`config.mk`:
```
export PLATFORM = sky130hd
export DESIGN_NAME = shift_reg_ctrl
export DESIGN_NICKNAME = d
export VERILOG_FILES = /design/src/rtl/shift_reg_ctrl.sv
export SDC_FILE = /design/constraint.sdc
export NUM_CORES = 1
export LEC_CHECK = 0
export CORE_MARGIN = 2
export CORE_UTILIZATION = 36
export CTS_BUF_LIST = sky130_fd_sc_hd__clkbuf_16
export DETAILED_ROUTE_END_ITERATION = 6
export PLACE_DENSITY = 0.67
export SETUP_SLACK_MARGIN = 0.05
export SYNTH_ARGS = -nofsm -noshare
export SYNTH_HDL_FRONTEND = slang
export SYNTH_SLANG_ARGS = --single-unit
```
`constraint.sdc`:
```
create_clock -name clk -period 3.1 [get_ports clk]
set_input_delay 0.465 -clock clk [delete_from_list [all_inputs] [get_ports clk]]
set_output_delay 0.465 -clock clk [all_outputs]
set_load 0.01 [all_outputs]
```
`src/rtl/shift_reg_ctrl.sv`:
```
// Command sequencer for a single shift_reg: accepts LOAD/WRITE/DRAIN commands,
// streams words in and out with valid/ready handshakes and tracks the fill level.
module shift_reg_ctrl #(
  parameter int DATA_WIDTH = 8,
  parameter int LENGTH     = 4,
  localparam int LW        = $clog2(LENGTH + 1)
) (
  input  logic                  clk,
  input  logic                  reset,
  input  logic                  cmd_valid,
  output logic                  cmd_ready,
  input  logic [1:0]            cmd_op,
  input  logic [LW-1:0]         cmd_len,
  input  logic                  in_valid,
  output logic                  in_ready,
  input  logic [DATA_WIDTH-1:0] in_data,
  output logic                  out_valid,
  input  logic                  out_ready,
  output logic [DATA_WIDTH-1:0] out_data,
  output logic [1:0]            sr_ctrl_code,
  output logic [DATA_WIDTH-1:0] sr_data_write,
  input  logic [DATA_WIDTH-1:0] sr_data_read,
  output logic [LW-1:0]         level,
  output logic                  busy,
  output logic                  done,
  output logic                  clamp_err
);

  typedef enum logic [1:0] {
    IDLE  = 2'd0,
    LOAD  = 2'd1,
    WRITE = 2'd2,
    DRAIN = 2'd3
  } state_t;

  localparam logic [LW-1:0] LEN_MAX = LW'(LENGTH);
  localparam logic [LW-1:0] ONE     = LW'(1);

  localparam logic [1:0] OP_LOAD  = 2'b01;
  localparam logic [1:0] OP_WRITE = 2'b10;
  localparam logic [1:0] OP_DRAIN = 2'b11;

  localparam logic [1:0] SR_HOLD  = 2'b00;
  localparam logic [1:0] SR_LOAD  = 2'b01;
  localparam logic [1:0] SR_SHIN  = 2'b10;
  localparam logic [1:0] SR_SHOUT = 2'b11;

  state_t        state;
  logic [LW-1:0] remaining;
  logic [LW-1:0] room;
  logic [LW-1:0] write_n;
  logic [LW-1:0] drain_n;
  logic          cmd_fire;

  // Saturate a requested word count to what the register can actually supply/absorb.
  function automatic logic [LW-1:0] clamp_len(input logic [LW-1:0] req,
                                               input logic [LW-1:0] avail);
    return (req > avail) ? avail : req;
  endfunction

  assign cmd_ready     = (state == IDLE);
  assign in_ready      = (state == WRITE);
  assign out_valid     = (state == DRAIN);
  assign busy          = (state != IDLE);
  assign out_data      = sr_data_read;
  assign sr_data_write = in_data;

  assign cmd_fire = cmd_valid && cmd_ready;
  assign room     = LEN_MAX - level;
  assign write_n  = clamp_len(cmd_len, room);
  assign drain_n  = clamp_len(cmd_len, level);

  // Shift commands follow the handshake of the current cycle so a stalled word stays put.
  always_comb begin
    sr_ctrl_code = SR_HOLD;
    case (state)
      LOAD:    sr_ctrl_code = SR_LOAD;
      WRITE:   sr_ctrl_code = in_valid  ? SR_SHIN  : SR_HOLD;
      DRAIN:   sr_ctrl_code = out_ready ? SR_SHOUT : SR_HOLD;
      default: sr_ctrl_code = SR_HOLD;
    endcase
  end

  always_ff @(posedge clk) begin
    if (reset) begin
      state     <= IDLE;
      level     <= '0;
      remaining <= '0;
      done      <= 1'b0;
      clamp_err <= 1'b0;
    end else begin
      done <= 1'b0;
      case (state)
        IDLE: begin
          if (cmd_fire) begin
            case (cmd_op)
              OP_LOAD: state <= LOAD;
              OP_WRITE: begin
                remaining <= write_n;
                if (write_n != cmd_len) clamp_err <= 1'b1;
                if (write_n == '0) done  <= 1'b1;
                else               state <= WRITE;
              end
              OP_DRAIN: begin
                remaining <= drain_n;
                if (drain_n != cmd_len) clamp_err <= 1'b1;
                if (drain_n == '0) done  <= 1'b1;
                else               state <= DRAIN;
              end
              default: done <= 1'b1;
            endcase
          end
        end
        LOAD: begin
          level <= LEN_MAX;
          state <= IDLE;
          done  <= 1'b1;
        end
        WRITE: begin
          if (in_valid) begin
            level     <= level + ONE;
            remaining <= remaining - ONE;
            if (remaining == ONE) begin
              state <= IDLE;
              done  <= 1'b1;
            end
          end
        end
        DRAIN: begin
          if (out_ready) begin
            level     <= level - ONE;
            remaining <= remaining - ONE;
            if (remaining == ONE) begin
              state <= IDLE;
              done  <= 1'b1;
            end
          end
        end
        default: state <= IDLE;
      endcase
    end
  end

endmodule

```
==> results.sh <==
export IMPL_status="finished clean"
export IMPL_maxSlewHeadroom_pct=67.9
export IMPL_clock_power_share_pct=38.3
export IMPL_worst_path_buf_inv=2
export IMPL_grt_max_degree=15
export IMPL_setup_worst_path_end="sr_ctrl_code[1]"
export IMPL_critical_path_required_ps=2630
export IMPL_rows=21
export IMPL_switching_share_pct=32.2
export IMPL_synth_distinct_cells=51
export IMPL_synth_edff_count=0
export IMPL_grt_overflow=0
export IMPL_die_w_microns=62.6
export IMPL_via_count=1159
export IMPL_total_leakage_power_nw=0.534
export IMPL_htree_levels=1
export IMPL_cp_depth=4
export IMPL_wl_per_cell_microns=14.5
export IMPL_reg2regPathDepth=10
export IMPL_finalSetupViolations=0
export IMPL_worstSetupPathType="in2out"
export IMPL_syn_avg_cell_area_sq_um=7.64
export IMPL_dr_first_iter_drc_count=52
export IMPL_power_total_w=0.000613
export IMPL_ys_async_sr_fraction_pct=0
export IMPL_synthesis_nets=197
export IMPL_crit_top_cell="clkdlybuf4s50_1"
export IMPL_nFillCells=344
export IMPL_crit_start="in_valid"
export IMPL_diodes=0
export IMPL_synth_warning_count=0
export IMPL_gp_congestion=0.948
export IMPL_worstPathCellList="clkdlybuf4s50_1 > mux2i_1 > nor2_1 > clkdlybuf4s50_1"
export IMPL_p_per_area_mw_per_mm2=426
export IMPL_first_pass_iters=4
export IMPL_tns_ps=0
export IMPL_period_share_pct=78.7
export IMPL_clockBufferDepth=2
export IMPL_hold_class="reg2reg"
export IMPL_grt_total_usage_pct=17.0
export IMPL_p_switching_w=0.000197
export IMPL_grt_pass1_vias=1165
export IMPL_numCtsBuffers=3
export IMPL_grt_pass1_wl_microns=5400
export IMPL_ir_drop_mv=0.219
export IMPL_ctsResizeCount=0
export IMPL_hpwl_microns=2410
export IMPL_via_per_inst=5.47
export IMPL_die_h_microns=62.6
export IMPL_hold_viol=0
export IMPL_worstSetupEndpointType="output port"
export IMPL_rsz0062_at_grt="false"
export IMPL_fp_coreArea_sq_mm=0.00331
export IMPL_seq_power_share_pct=25.2
export IMPL_syn_cell_area_sq_mm=0.00124
export IMPL_clockRootBuffer="clkbuf_16"
export IMPL_clock_latency_ps=240
export IMPL_initial_core_util_pct=37.4
export IMPL_drive_above_1_share_pct=10.8
export IMPL_setup_worst_path_start_class="primary input"
export IMPL_cts_sinks=10
export IMPL_p_int_w=0.000416
export IMPL_crit_path_top_delay_cell="clkdlybuf4s50_1"
export IMPL_synth_seq_cells=10
export IMPL_final_max_slew_viol_count=0
export IMPL_maxCapViolCount=0
export IMPL_crit_arrival_ps=1970
export IMPL_fin_skew_ps=4.17
export IMPL_yosysSeqAreaShare_pct=16.2
export IMPL_timing_rr_start="level[1]"
export IMPL_path_clk_slew_ps=40
export IMPL_max_stage_delay_ps=640
export IMPL_grt_antenna_before_repair=0
export IMPL_areaGrowthSynthToFinish_pct=16.4
export IMPL_die_area_sq_mm=0.00392
export IMPL_place_area_sq_mm=0.00136
export IMPL_fin_area_sq_mm=0.00144
export IMPL_pwr_share_comb_pct=36.5
export IMPL_top_level_ports=53
export IMPL_reg2reg_slack_ps=720
export IMPL_drcViolationCount=0
export IMPL_totalWireLength_microns=3080
export IMPL_fin_nets=202
export IMPL_synth_top_flop_cell="dfxtp_1"
export IMPL_post_cts_setup_buffer_count=0
export IMPL_r2r_end="remaining[2]"
export IMPL_fmax_ghz=0.410
export IMPL_ant_nets=0
export IMPL_io_buffers=20
export IMPL_cts_tree="built"
export IMPL_cp_max_fo=8
export IMPL_critPathTopFamily="buffers and inverters"
export IMPL_worstMarginPinSlew_ps=479
export IMPL_ctsHoldBuffers=0
export IMPL_fin_crit_ps=2440
export IMPL_synth_cells=162
## Yosys cell counts, types with 2 or more instances
| cell type | count | area, sq um |
|---|---|---|
| a211oi_1 | 2 | 15.0 |
| a21oi_1 | 9 | 45.0 |
| a22oi_1 | 3 | 22.5 |
| and2_1 | 2 | 12.5 |
| buf_2 | 2 | 10.0 |
| buf_4 | 17 | 128 |
| clkbuf_1 | 4 | 15.0 |
| dfxtp_1 | 10 | 200 |
| ha_1 | 8 | 100 |
| inv_1 | 12 | 45.0 |
| mux2_2 | 3 | 33.8 |
| mux2i_1 | 2 | 20.0 |
| nand2_1 | 9 | 33.8 |
| nand2b_1 | 2 | 12.5 |
| nand3_1 | 5 | 25.0 |
| nand3b_1 | 4 | 30.0 |
| nor2_1 | 13 | 48.8 |
| nor3_1 | 5 | 25.0 |
| o211ai_1 | 2 | 15.0 |
| o21ai_0 | 11 | 55.1 |
| o22ai_1 | 2 | 12.5 |
| o32ai_1 | 2 | 17.5 |
| xnor2_1 | 2 | 17.5 |
| xor2_1 | 4 | 35.0 |
## tightest hold or removal path, stage by stage, from the launching register on
cell and delay, ps:
dfxtp_1 300, inv_1 50, o32ai_1 60
## state kept, by name, indices dropped and copies added (netlist names)
signal,flops
clamp_err,1
remaining,3
done,1
state,2
level,3
## logic make-up after synthesis
family	count (synthesis)	synth area share, %
flops	10	16.2
fa+ha+maj	9	9.71
buf+inv	36	16.9
compound gates	45	25.4
simple gates	50	21.9
mux	5	4.35
xor+xnor	7	5.56
## placed cells by master, fill, tap and decap left out, types with 2 or more instances in the layout
cell	Yosys	routed
buf_4	17	4
xnor2_1	2	2
nand2b_1	2	2
nor3_1	5	5
nand3_1	5	5
a211oi_1	2	2
nor2_1	13	13
and2_1	2	2
clkdlybuf4s50_1	0	20
ha_1	8	8
a21oi_1	9	9
o32ai_1	2	2
nand3b_1	4	4
o211ai_1	2	2
a22oi_1	3	3
dfxtp_1	10	10
o21ai_0	11	11
o22ai_1	2	2
nand2_1	9	9
inv_1	12	12
mux2_2	3	3
xor2_1	4	4
clkbuf_16	0	3
mux2i_1	2	2
## routing by layer
metal	routed length, microns	global-route usage (%)	vias up
met5	0	0	-
met4	48	7.22	0
met3	211	4.32	6
met2	1480	27.3	44
met1	1340	21.5	543
li1	-	-	566
## power groups by stage
stage | clock [W] | combinational [W] | sequential [W]
floorplan | 0 | 0.000175 | 0.000153
global placement | 0 | 0.000215 | 0.000157
detailed placement | 0 | 0.000222 | 0.000157
CTS | 0.000237 | 0.000224 | 0.000155
global route | 0.000244 | 0.000248 | 0.000157
finish | 0.000235 | 0.000224 | 0.000155
## worst min path at each step
stage | startpoint | end | depth (start not counted)
global route | clamp_err | clamp_err | 2
global placement | clamp_err | clamp_err | 2
detailed placement | clamp_err | clamp_err | 2
CTS | clamp_err | clamp_err | 2
floorplan | clamp_err | clamp_err | 2
finish | clamp_err | clamp_err | 2
## metrics by stage
stage	setup slack (ps)	cells	utilization, %	hold WS (ps)
after global placement	567	208	41.1	463
after global routing	439	212	43.5	491
after detailed placement	520	208	41.1	452
after floorplan	682	162	-	477
after CTS	645	212	43.5	460
final	661	212	43.5	462
## area by class of cell
class                   instances  area, sq um  area share (%)
flip-flops and latches         10          200            13.9
clock buffers                   3         75.1            5.21
well taps                      46         57.6            4.00
multi-input cells             116          828            57.5
inverters                      12         45.0            3.13
clock inverters                 1         3.75           0.261
repair buffers                 24          230            16.0
(Power assumes the default switching activity.)
